$ cat src/rtl/dmem_arb_pkg.sv
// Shared types and constants for the data-memory arbiter between the CPU
// memory stage and an external request port.
package dmem_arb_pkg;

   typedef enum logic {
      NORMAL = 1'b0,
      FORCE  = 1'b1
   } arb_state_e;

   localparam int STARVE_LIMIT_DEFAULT = 4;

   localparam int               CNT_W   = 4;
   localparam logic [CNT_W-1:0] CNT_MAX = '1;

endpackage

$ cat src/rtl/flopr.sv
// Resettable register; clears synchronously to zero while reset is high.
module flopr #(
   parameter int WIDTH = 8
) (
   input  logic             clk,
   input  logic             reset,
   input  logic [WIDTH-1:0] d,
   output logic [WIDTH-1:0] q
);

   always_ff @(posedge clk) begin
      if (reset) q <= '0;
      else       q <= d;
   end

endmodule

$ cat src/rtl/starve_counter.sv
// Saturating wait counter: counts blocked external-request cycles, clear wins
// over increment.
module starve_counter
   import dmem_arb_pkg::*;
(
   input  logic             clk,
   input  logic             reset,
   input  logic             clr,
   input  logic             inc,
   output logic [CNT_W-1:0] cnt
);

   logic [CNT_W-1:0] cnt_d, cnt_q;

   always_comb begin
      cnt_d = cnt_q;
      if (clr)
         cnt_d = '0;
      else if (inc && (cnt_q != CNT_MAX))
         cnt_d = cnt_q + 1'b1;
   end

   always_ff @(posedge clk) begin
      if (reset) cnt_q <= '0;
      else       cnt_q <= cnt_d;
   end

   assign cnt = cnt_q;

endmodule

$ cat src/rtl/dmem_arbiter.sv
// Data-memory arbiter: CPU has priority, an external port that waits too long
// gets a one-cycle forced slot during which the CPU is stalled.
//
//   state  | meaning
//   NORMAL | CPU access wins, external port served when the CPU is idle
//   FORCE  | one-cycle slot reserved for the external port, CPU stalled
module dmem_arbiter
   import dmem_arb_pkg::*;
#(
   parameter int WORD_WIDTH   = 32,
   parameter int STARVE_LIMIT = STARVE_LIMIT_DEFAULT
) (
   input  logic                  clk,
   input  logic                  reset,
   input  logic                  MemWriteM,
   input  logic                  MemReadM,
   input  logic [WORD_WIDTH-1:0] ALUResultM,
   input  logic [WORD_WIDTH-1:0] WriteDataM,
   output logic [WORD_WIDTH-1:0] ReadDataM,
   output logic                  StallM,
   input  logic                  ext_req_valid,
   input  logic                  ext_we,
   input  logic [WORD_WIDTH-1:0] ext_addr,
   input  logic [WORD_WIDTH-1:0] ext_wdata,
   output logic                  ext_req_ready,
   output logic                  ext_rsp_valid,
   output logic [WORD_WIDTH-1:0] ext_rdata,
   output logic                  mem_we,
   output logic [WORD_WIDTH-1:0] mem_a,
   output logic [WORD_WIDTH-1:0] mem_wd,
   input  logic [WORD_WIDTH-1:0] mem_rd
);

   localparam logic [CNT_W-1:0] FORCE_AT = CNT_W'(STARVE_LIMIT - 1);

   arb_state_e             state_d, state_q;
   logic                   cpu_access;
   logic                   gnt_cpu, gnt_ext, stall;
   logic                   ext_hs, ext_blocked;
   logic [CNT_W-1:0]       wait_cnt;
   logic                   rsp_valid_d, rsp_valid_q;
   logic [WORD_WIDTH-1:0]  rdata_d, rdata_q;

   assign cpu_access = MemReadM | MemWriteM;

   always_comb begin
      gnt_cpu = 1'b0;
      gnt_ext = 1'b0;
      stall   = 1'b0;
      case (state_q)
         NORMAL: begin
            gnt_cpu = cpu_access;
            gnt_ext = !cpu_access && ext_req_valid;
         end
         FORCE: begin
            // A dropped external request leaves the slot idle and the CPU unstalled.
            gnt_ext = ext_req_valid;
            stall   = cpu_access && ext_req_valid;
         end
         default: ;
      endcase
   end

   assign ext_hs      = ext_req_valid & gnt_ext;
   assign ext_blocked = ext_req_valid & !gnt_ext;

   always_comb begin
      state_d = NORMAL;
      if ((state_q == NORMAL) && ext_blocked && (wait_cnt == FORCE_AT))
         state_d = FORCE;
   end

   always_ff @(posedge clk) begin
      if (reset) state_q <= NORMAL;
      else       state_q <= state_d;
   end

   starve_counter u_starve_counter (
      .clk   (clk),
      .reset (reset),
      .clr   (ext_hs | !ext_req_valid),
      .inc   (ext_blocked),
      .cnt   (wait_cnt)
   );

   always_comb begin
      mem_we = 1'b0;
      if (gnt_cpu)      mem_we = MemWriteM;
      else if (gnt_ext) mem_we = ext_we;
   end

   assign mem_a  = gnt_ext ? ext_addr  : ALUResultM;
   assign mem_wd = gnt_ext ? ext_wdata : WriteDataM;

   assign ReadDataM     = mem_rd;
   assign StallM        = stall;
   assign ext_req_ready = gnt_ext;

   // Writes answer with zero data; reads capture the array output at the handshake.
   always_comb begin
      rsp_valid_d = ext_hs;
      rdata_d     = rdata_q;
      if (ext_hs)
         rdata_d = ext_we ? '0 : mem_rd;
   end

   flopr #(.WIDTH(1)) u_rsp_valid_reg (
      .clk   (clk),
      .reset (reset),
      .d     (rsp_valid_d),
      .q     (rsp_valid_q)
   );

   flopr #(.WIDTH(WORD_WIDTH)) u_rdata_reg (
      .clk   (clk),
      .reset (reset),
      .d     (rdata_d),
      .q     (rdata_q)
   );

   assign ext_rsp_valid = rsp_valid_q;
   assign ext_rdata     = rdata_q;

endmodule

$ cat config.mk
export PLATFORM = sky130hd
export DESIGN_NAME = dmem_arbiter
export DESIGN_NICKNAME = d
export VERILOG_FILES = /design/src/rtl/dmem_arb_pkg.sv /design/src/rtl/flopr.sv /design/src/rtl/starve_counter.sv /design/src/rtl/dmem_arbiter.sv
export SDC_FILE = /design/constraint.sdc
export NUM_CORES = 1
export LEC_CHECK = 0
export ABC_AREA = 1
export BUFFER_PORTS_ARGS = -buffer_cell sky130_fd_sc_hd__buf_4
export CAP_MARGIN = 20
export CORE_AREA = 4 4 113 115
export DETAILED_ROUTE_END_ITERATION = 10
export DIE_AREA = 0 0 117 119
export HOLD_SLACK_MARGIN = 0.15
export PLACE_DENSITY = 0.61
export SETUP_SLACK_MARGIN = 0.05
export SYNTH_ARGS = -nofsm -noshare
export SYNTH_HDL_FRONTEND = slang
export SYNTH_SLANG_ARGS = --single-unit
$ cat constraint.sdc
create_clock -name clk -period 2.6 [get_ports clk]
set_input_delay 0.52 -clock clk [delete_from_list [all_inputs] [get_ports clk]]
set_output_delay 0.52 -clock clk [all_outputs]
set_load 0.005 [all_outputs]
Yosys cells after proc, flatten, opt, wreduce, memory -nomap -nowiden --
Cells that the tools add are included.
Storage, ports and cells: register bits 38, output and inout bits 132, word-level logic and storage cells 30
Cells by class: $add $sub $neg 1, equality and inequality tests 2, muxes and demuxes 9, bitwise gates (word level) 5, reduce and logical (&&, ||, !) cells 9
Operator list (number):
- $mux W32 | 3
- $logic_and A1 B1 Y1 | 5
- $mux W1 | 5
- $add A4 B1 Y4 const B | 1
- $eq A4 B2 Y1 const B | 1
- $ne A4 B4 Y1 const B | 1
- $logic_not A1 Y1 | 3
- $and A1 B1 Y1 | 2
- $or A1 B1 Y1 | 2
- $pmux W1 S2 | 1
- $reduce_or A2 Y1 | 1
- $not A1 Y1 | 1

Depth between registers and ports, before layout --
depth in word-level cells 9, gate-level depth with buffers 8

Modules after synthesis --
Synthesis repeated with hierarchy kept, for this count alone.
Second synthesis, totals: cells, all modules 569, area, all modules 3099.2 um2
Modules (own cells, without submodules):
- dmem_arbiter | instances 1, cells each 437, area an instance 1930.6 um2
- flopr (u_rdata_reg) | instances 1, cells each 99, area an instance 914.6 um2
- starve_counter | instances 1, cells each 30, area an instance 224.0 um2
- flopr (u_rsp_valid_reg) | instances 1, cells each 3, area an instance 30.0 um2

Worst setup path after synthesis --
OpenSTA, ideal clock, no wires.
path kind input -> output, start input port MemReadM, end output port mem_a[23], arrival time 1270 ps, required time 2080 ps, slack 810 ps, cell stages on the path 8, path buffers 2, cell sequence nor2_1 > nor2_2 > nor2_4 > inv_2 > buf_6 > buf_6 > nand2_1 > nand2_1
Between the ends: word-level cells in the longest chain between the ends 5
Ends and longest elaborated chain:
- start: declaration | RTL line dmem_arbiter.sv:16 | input logic MemReadM,
- $or A1 B1 Y1 | RTL line dmem_arbiter.sv:44 | assign cpu_access = MemReadM | MemWriteM;
- $logic_not A1 Y1 | RTL line dmem_arbiter.sv:53 | gnt_ext = !cpu_access && ext_req_valid;
- $logic_and A1 B1 Y1 | RTL line dmem_arbiter.sv:53
- $pmux W1 S2 | RTL line dmem_arbiter.sv:50 | case (state_q)
- $mux W32 | RTL line dmem_arbiter.sv:92 | assign mem_a = gnt_ext ? ext_addr : ALUResultM;
- end: declaration | RTL line dmem_arbiter.sv:29 | output logic [WORD_WIDTH-1:0] mem_a,
No other way between the ends.

Worst setup path in the final report --
start input port MemReadM, end output port mem_a[10]
The elaborated chain is that of the path after synthesis.

==> impl_results.md <==
* Endpoints failing setup at 0
* # Post-CTS Setup Buffers at 0
* Routed Antenna Nets at 0
* Warnings from Yosys at 0
* Placement Setup Slack at between 0.2 and 0.3 ns
* Largest net degree at the start of global routing at 67
* Register area share after synthesis at a little under a third
* DRC viols at 0
* Ant diodes at 0
* Setup TNS at 0 ns
* RSZ-0062 raised after global routing: false
* Post-synth net total at just under 600
* Die Width at ~120 um
* Final core occ at 40.3%
* Crit path DAT at approximately 1.8 ns
* Number of global-route vias before repair at approximately 3,500
* Post-Synthesis Cells at ~430
* Clock Skews at approximately 0.005 ns
* Max Root-Sink Buffers at 2
* Fraction of final layout cells sized beyond drive strength 1 at approximately 46%
* Hold crit path type: input port to register
* # resized after CTS at 0
* Worst reg2reg endpoint: u_rdata_reg.q[29]$_SDFFE_PP0P_
* CTS tree: yes
* Routed WL per cell at around 15 um
* R2R cell count at 5
* CTS H-tree lvls at 2
* Max Transition Viols Final at 0
* Final Cycle Share at 88.4%
* Register-to-Register Setup Slack at 0.93 ns
* Overflow after GRT at 0
* Slew headroom at between 60 and 70%
* First-pass GRT wire length at between 15,000 and 20,000 um
* Vias per cell at ~4.3
* Post-Route WL at 12,600 um
* CTS clk-pin slew, worst paths at ~0.050 ns
* Clock Tree Root: clkbuf_16
* Detailed Place HPWL at slightly above 10,000 um
* Crit end category: primary output
* Initial core utilization at a little over a fifth
* HP Start: reset
* Die H at between 100 and 150 um
* Hold EP: state_q$_SDFF_PP0_
* FF-to-FF Start: state_q$_SDFF_PP0_
* IO Port Bufs at about 300
* Fmax at between 0.4 and 0.5 GHz
* Row count at 40
* Worst EP required at about 2.1 ns
* PwrDens at 387 nW/um^2
* # hold bufs at CTS at 0
* Critical path class: input port to primary output
* Peak supply drop at about 0.38 mV
* CTS Buf Count at 5
* Tmin final at around 2.3 ns
* Mapped cell area at between 2000 and 3000 um^2
* Synth-to-Final Area Change at 88.5%
* DIE AREA at around 14,000 um^2
* # nets final at roughly 850
* First-pass DRT Iterations at 4
* Leak pwr at around 2.7 nW
* I/O pin count at ~300
* Worst-path fanout max at 61
* Via count at 3,581
* Startpoint Class: input port
* Slew @ Worst Pin at slightly below 0.6 ns
* Later-pin clock latency in the skew report at 0.28 ns
* Netlist cell types at 24
* Setup ws final at 0.303 ns
* All-Layer GR Usage at between 10% and 20%
* Average size of a mapped cell at a little under 6 um^2
* Initial antenna violation count at 0
* Max cap viols at 0
* Seq cells post-synth at 38
* Routability Congestion at roughly 0.9
* Sinks on Clock Net at 38
* Core footprint at approximately 12,000 um^2
* Hold Path Cell Cnt at 2
* Outcome: completed
* Initial drt markers at 174
* Fin. Hold Viols at 0
-- power by group --
group	internal, mW	switching [mW]
clock network	0.448	0.228
logic	0.335	0.232
registers	0.594	0.00656
-- worst max-delay path by stage --
stage,start,to,cells after the start,slack (ns)
after CTS,MemReadM,mem_wd[24],9,0.29
after global placement,MemReadM,mem_wd[24],9,0.33
after global routing,MemReadM,mem_a[23],9,0.15
after detailed placement,MemReadM,mem_a[25],9,0.30
after floorplan,MemReadM,mem_a[23],8,0.81
final,MemReadM,mem_a[10],9,0.30
-- kinds of logic (layout without fill, tap and decap cells) --
kind of cell / after synthesis / count (layout) / synth area share, %
compound gates: 36 / 36 / 7.28
xor+xnor: 1 / 1 / 0.347
fa+ha+maj: 1 / 1 / 0.495
buf+inv: 69 / 322 / 17.4
flops: 38 / 38 / 30.1
simple gates: 282 / 282 / 44.4
-- cell usage in the layout, fill, tap and decap left out, drive strengths merged --
cell type,instances
a21oi,2
buf,303
bufinv,1
clkbuf,5
clkinv,3
dfxtp,38
ha,1
inv,10
nand2,235
nand3,36
nand4,1
nor2,8
nor3,2
o211ai,1
o21ai,32
o22ai,1
xnor2,1
-- registers in the layout, indices dropped and copies added, names as in the netlist --
register / count
u_rdata_reg.q: 32
u_rsp_valid_reg.q: 1
u_starve_counter.cnt: 4
state_q: 1
-- worst max-delay path: stages --
cell and delay, ns:
buf_4 0.08, nor2_1 0.05, nor2_2 0.15, nor2_4 0.06, inv_2 0.06, buf_4 0.47, nand2_1 0.13, nand2_1 0.09
buf_4 0.11
-- layer usage --
metal / global-route usage (%) / vias to the layer above / routed length [um]
li1: - / 1799 / -
met1: 18.5 / 1580 / 4590
met2: 29.8 / 186 / 6310
met3: 4.67 / 16 / 1430
met4: 4.87 / 0 / 297
met5: 0 / - / 0
-- area by class of cell --
cell class                 instances  area [um^2]
fill                            1272         7050
sequential                        38          761
timing repair buffer             303         2290
multi-input combinational        320         1330
clock inverter                     3         40.0
inverter                          11         41.3
clock buffer                       5          125
tap                              147          184
-- cell usage after synthesis --
master	n	area share, %
clkbuf_1	9	1.3
inv_2	1	0.15
xnor2_1	1	0.35
nand2_1	234	35
clkbuf_2	1	0.20
nand4_1	1	0.25
nor3_1	2	0.40
dfxtp_1	38	30
buf_6	4	1.8
clkinv_1	1	0.15
a21oi_1	2	0.40
nand3_1	36	7.1
buf_2	6	1.2
o211ai_1	1	0.30
nor2_2	1	0.25
o22ai_1	1	0.25
o21ai_0	25	5.0
nand2_2	1	0.25
buf_4	38	11
nor2_4	1	0.45
inv_1	9	1.3
ha_1	1	0.49
nor2_1	6	0.89
o21ai_1	7	1.4
-- through the flow --
step / instance area, um^2 / instances / hold slack, ns / power [mW]
CTS: 4760 / 827 / 0.410 / 1.87
global route: 4760 / 827 / 0.424 / 1.95
finish: 4760 / 827 / 0.417 / 1.84
floorplan: 2530 / 427 / 0.470 / 0.805
detailed placement: 4600 / 819 / 0.473 / 1.19
global placement: 4600 / 819 / 0.466 / 1.18
Note: power is estimated with default switching activity, not from simulation.
